## src/rtl/pipeline_ctrl_pkg.sv

```systemverilog
// Shared definitions for the pipeline stall/flush controller: FSM state
// encoding, branch condition codes and default counter width.
package pipeline_ctrl_pkg;

   typedef enum logic [1:0] {
      StRun      = 2'b00,
      StHazStall = 2'b01,
      StMemWait  = 2'b10,
      StFlush    = 2'b11
   } state_e;

   localparam logic [1:0] CondBez = 2'b11;
   localparam logic [1:0] CondBne = 2'b01;

   localparam int unsigned CntWDefault = 16;

endpackage

```

## src/rtl/sat_counter.sv

```systemverilog
// Up-counter with synchronous clear that sticks at all-ones instead of wrapping.
module sat_counter #(
   parameter int unsigned WIDTH = 16
) (
   input  logic             clk,
   input  logic             rst,
   input  logic             clr,
   input  logic             inc,
   output logic [WIDTH-1:0] count
);

   logic [WIDTH-1:0] count_q;

   always_ff @(posedge clk) begin
      if (rst || clr) begin
         count_q <= '0;
      end else if (inc && (count_q != '1)) begin
         count_q <= count_q + WIDTH'(1);
      end
   end

   assign count = count_q;

endmodule

```

## src/rtl/pipeline_stall_controller.sv

```systemverilog
// Decodes hazard, branch and memory-wait requests into pipeline register enables,
// flushes and bubbles; keeps stall/flush statistics and a sticky stall watchdog.
module pipeline_stall_controller
   import pipeline_ctrl_pkg::*;
#(
   parameter int unsigned FLUSH_CYCLES = 1,
   parameter int unsigned CNT_W        = CntWDefault,
   parameter int unsigned MAX_STALL    = 64
) (
   input  logic             clk,
   input  logic             rst,
   input  logic             hazard_detected,
   input  logic             branch_taken,
   input  logic             mem_ready,
   output logic             pc_write_en,
   output logic             if_id_write_en,
   output logic             if_id_flush,
   output logic             id_ex_bubble,
   output logic             ex_mem_hold,
   output logic             stall_active,
   output logic [CNT_W-1:0] stall_count,
   output logic [CNT_W-1:0] flush_count,
   output logic             stall_timeout
);

   localparam int unsigned     RunW      = $clog2(MAX_STALL + 1);
   localparam logic [1:0]      FlushLoad = 2'(FLUSH_CYCLES - 1);
   localparam logic [RunW-1:0] RunLim    = RunW'(MAX_STALL - 1);

   state_e          state_q, state_d;
   logic [1:0]      flush_cnt_q, flush_cnt_d;
   logic            timeout_q, timeout_d;
   logic [RunW-1:0] run_len;
   logic            flush_tail;

   // The cycle with flush_cnt_q == 0 is the FLUSH state's last, non-flushing cycle.
   assign flush_tail = (state_q == StFlush) && (flush_cnt_q != 2'd0);

   always_comb begin
      pc_write_en    = 1'b1;
      if_id_write_en = 1'b1;
      if_id_flush    = 1'b0;
      id_ex_bubble   = 1'b0;
      ex_mem_hold    = 1'b0;
      state_d        = StRun;
      flush_cnt_d    = 2'd0;
      if (!rst) begin
         if (!mem_ready) begin
            pc_write_en    = 1'b0;
            if_id_write_en = 1'b0;
            ex_mem_hold    = 1'b1;
            state_d        = StMemWait;
         end else if (branch_taken) begin
            if_id_flush  = 1'b1;
            id_ex_bubble = 1'b1;
            state_d      = StFlush;
            flush_cnt_d  = FlushLoad;
         end else if (hazard_detected) begin
            pc_write_en    = 1'b0;
            if_id_write_en = 1'b0;
            id_ex_bubble   = 1'b1;
            state_d        = StHazStall;
         end else if (flush_tail) begin
            if_id_flush = 1'b1;
            state_d     = StFlush;
            flush_cnt_d = flush_cnt_q - 2'd1;
         end
      end
   end

   assign timeout_d = timeout_q | ((state_d != StRun) && (run_len >= RunLim));

   always_ff @(posedge clk) begin
      if (rst) begin
         state_q     <= StRun;
         flush_cnt_q <= 2'd0;
         timeout_q   <= 1'b0;
      end else begin
         state_q     <= state_d;
         flush_cnt_q <= flush_cnt_d;
         timeout_q   <= timeout_d;
      end
   end

   assign stall_active  = (state_q != StRun);
   assign stall_timeout = timeout_q;

   sat_counter #(.WIDTH(CNT_W)) u_stall_cnt (
      .clk   (clk),
      .rst   (rst),
      .clr   (1'b0),
      .inc   (~pc_write_en),
      .count (stall_count)
   );

   sat_counter #(.WIDTH(CNT_W)) u_flush_cnt (
      .clk   (clk),
      .rst   (rst),
      .clr   (1'b0),
      .inc   (branch_taken & mem_ready),
      .count (flush_count)
   );

   sat_counter #(.WIDTH(RunW)) u_run_len (
      .clk   (clk),
      .rst   (rst),
      .clr   (state_d == StRun),
      .inc   (state_d != StRun),
      .count (run_len)
   );

endmodule

```

## config.mk

```make
export PLATFORM = sky130hd
export DESIGN_NAME = pipeline_stall_controller
export DESIGN_NICKNAME = d
export VERILOG_FILES = /design/src/rtl/pipeline_ctrl_pkg.sv /design/src/rtl/sat_counter.sv /design/src/rtl/pipeline_stall_controller.sv
export SDC_FILE = /design/constraint.sdc
export NUM_CORES = 1
export LEC_CHECK = 0
export BUFFER_PORTS_ARGS = -buffer_cell sky130_fd_sc_hd__clkbuf_2
export CAP_MARGIN = 10
export CORE_UTILIZATION = 50
export DETAILED_ROUTE_END_ITERATION = 8
export PLACE_DENSITY_LB_ADDON = 0.08
export SETUP_SLACK_MARGIN = 0.02
export SLEW_MARGIN = 20
export SYNTH_ARGS = -nofsm -noshare
export SYNTH_HDL_FRONTEND = slang
export SYNTH_SLANG_ARGS = --single-unit
```

## constraint.sdc

```tcl
create_clock -name clk -period 2.6 [get_ports clk]
set_input_delay 0.26 -clock clk [delete_from_list [all_inputs] [get_ports clk]]
set_output_delay 0.26 -clock clk [all_outputs]
set_load 0.02 [all_outputs]
```

==> metrics.csv <==
metric,value,unit
cells taking the most area after synthesis,"dfxtp_1, mux2_2, nor2_1",
syn_area_per_cell,8.44,um^2
DRC violations left,0,
fin nets,326,
Port-buffer cells,43,
Root Buffer,clkbuf_8,
Hold Buf Count CTS,0,
CTS tree,built,
metal3 WL,154,um
average wire per standard cell,13.6,um
number of global-route vias before repair,1917,
critical path cell sequence,ha_1 -> nand4_1 -> a211o_1 -> a2111oi_1 -> mux2_2,
total of max-cap violations,0,
critical path arrival,2310,ps
sequential area share after synthesis,0.377,
final WL,5050,um
antenna cells,0,
pin count of the biggest net entering global routing,23,
CTS sink count,44,
synthesis-stage register bit count,44,
Routed Antenna Nets,0,
Critical Path Fanout Max,6,
total grt overflow,0,
CP Class,flop to flop,
CP max stage delay,420,ps
GRT Overall Usage,0.213,
Tot Pwr,1.27,mW
die area,4950,um^2
Slew headroom,0.493,
Clock Tree Buf Depth,2,
Unique masters post-synth,44,
Final Max Tran Viols,0,
status,completed,
RSZ-0062 raised after global routing,false,
ys async rst share,0,
via count,2127,
Clock transition at path regs,80,ps
Final Wtd Congestion,0.849,
Ys Warns,0,
FP Rows,24,
fin crit share,0.815,
I/O pin count,44,
final hold vios,0,
drt pass-1 iters,4,
first-pass GRT wire length,8540,um
metal2 WL,2480,um
CTS H-tree lvls,2,
total CTS buffers,5,
overall die width,70.4,um
worst slew pin tran,742,ps
initial antenna violation count,0,
post-cts resize count,0,
endpoints failing setup,0,
Post-synth EDFFs,0,
post-CTS setup buffer count,0,
area delta synth->final,14.7,%
Clock Latency Late Sink,300,ps
Mapped Cells,277,
Power Dens Cells,472,nW/um^2
CP bufs+invs,0,
Via density,5.75,
Synth top area share,0.377,
CP Capture Type,flop,
"Top FF cell, synth",dfxtp_1,
Syn Nets,286,
layout cells sized above 1,0.233,
maximum vdd drop,0.000327,V
Netlist Area Pre-Place,2340,um^2
Max Clock Freq,472,MHz
Die H,70.4,um
initial DRC count,111,
DR top layer,met4,
post-synth top area cell,dfxtp_1,
Core Region,4410,um^2
type of the most critical hold path,primary input to flop,
setup TNS,0,ps
Initial Utilization,0.530,
CP Launch Type,flop,
leak pwr,1.04,nW
dpl hpwl,3730,um
clk_skew,9.14,ps
"delay-heaviest family, CP",compound AO/OA/AOI/OAI gates,
Tmin final,2120,ps
slowest CP cell,dfxtp_1,
DRT met1 WL,2360,um
Critical Path RT,2790,ps
-- power by group --
group / leakage [nW] / switching [mW] / total [mW] / internal [mW]
clock network: 0.0516 / 0.238 / 0.455 / 0.217
registers: 0.356 / 0.0179 / 0.706 / 0.688
logic: 0.636 / 0.0658 / 0.105 / 0.0396
-- cell families (layout without fill, tap and decap cells) --
logic type | after synthesis | count (layout) | share of synthesized area
adders and majority gates | 4 | 4 | 0.0214
and+or+nand+nor | 129 | 129 | 0.304
DFF | 44 | 44 | 0.377
buffers and inverters | 24 | 65 | 0.0417
AOI/OAI and AO/OA | 53 | 53 | 0.152
muxes | 20 | 20 | 0.0931
xor gates and xnor gates | 3 | 3 | 0.0112
-- cell type report --
class                           count  area [um^2]
Fill cell                         419         1730
Multi-Input combinational cell    209         1360
Sequential cell                    44          881
Timing Repair Buffer               46          238
Clock buffer                        6         82.6
Tap cell                           52         65.1
Inverter                           11         41.3
Clock inverter                      2         13.8
-- per-stage QoR --
stage / setup slack [ps] / utilization / hold slack, ps / instance area [um^2] / std cells
5_1_grt: 386 / 0.607 / 337 / 2680 / 370
3_5_place_dp: 490 / 0.586 / 419 / 2580 / 362
6_report: 481 / 0.607 / 299 / 2680 / 370
3_3_place_gp: 565 / 0.586 / 409 / 2580 / 362
2_1_floorplan: 504 / - / 398 / 2340 / 277
4_1_cts: 475 / 0.607 / 306 / 2680 / 370
-- flip-flops by register name (all words and copies together) (netlist names) --
name and flops:
stall_timeout 1, state_q 2, u_flush_cnt.count 16, u_stall_cnt.count 16, flush_cnt_q 2, u_run_len.count 7
-- per-layer routing --
metal  global-route usage  vias to the layer above
met5                    0                        -
met4               0.0778                        0
met3               0.0476                        6
met2                0.361                       36
met1                0.262                      997
li1                     -                     1088
-- synth_stat cells, drive strengths merged, types with 3 or more instances --
cell / n
a2111oi: 3
a211o: 3
a211oi: 4
a21oi: 22
and3: 5
and4: 3
buf: 5
clkbuf: 8
dfxtp: 44
ha: 4
inv: 11
mux2: 14
mux2i: 6
nand2: 13
nand2b: 9
nand3: 14
nand4: 10
nor2: 31
nor2b: 15
nor3: 5
nor4: 8
o21ai: 4
o31ai: 7
or3: 3
or4: 8
xor2: 3
-- placed cells by master, fill, tap and decap left out, types with 8 or more instances in the layout --
master / n
dfxtp_1: 44
clkbuf_2: 43
nor2_1: 31
a21oi_1: 22
nor2b_1: 15
nand3_1: 14
mux2_2: 14
nand2_1: 13
inv_1: 11
nand4_1: 9
nand2b_1: 8
or4_1: 8
nor4_1: 8
-- final timing paths --
| check | startpoint | end | slack, ps | depth (start not counted) |
|---|---|---|---|---|
| setup / recovery | u_stall_cnt.count[0] | u_stall_cnt.count[12] | 480 | 5 |
| hold / removal | mem_ready | state_q[1] | 300 | 2 |
| setup reg to reg | u_stall_cnt.count[0] | u_stall_cnt.count[12] | 480 | 5 |
| hold reg to reg | flush_cnt_q[0] | flush_cnt_q[0] | 430 | 1 |
Note: power is estimated with default switching activity, not from simulation.
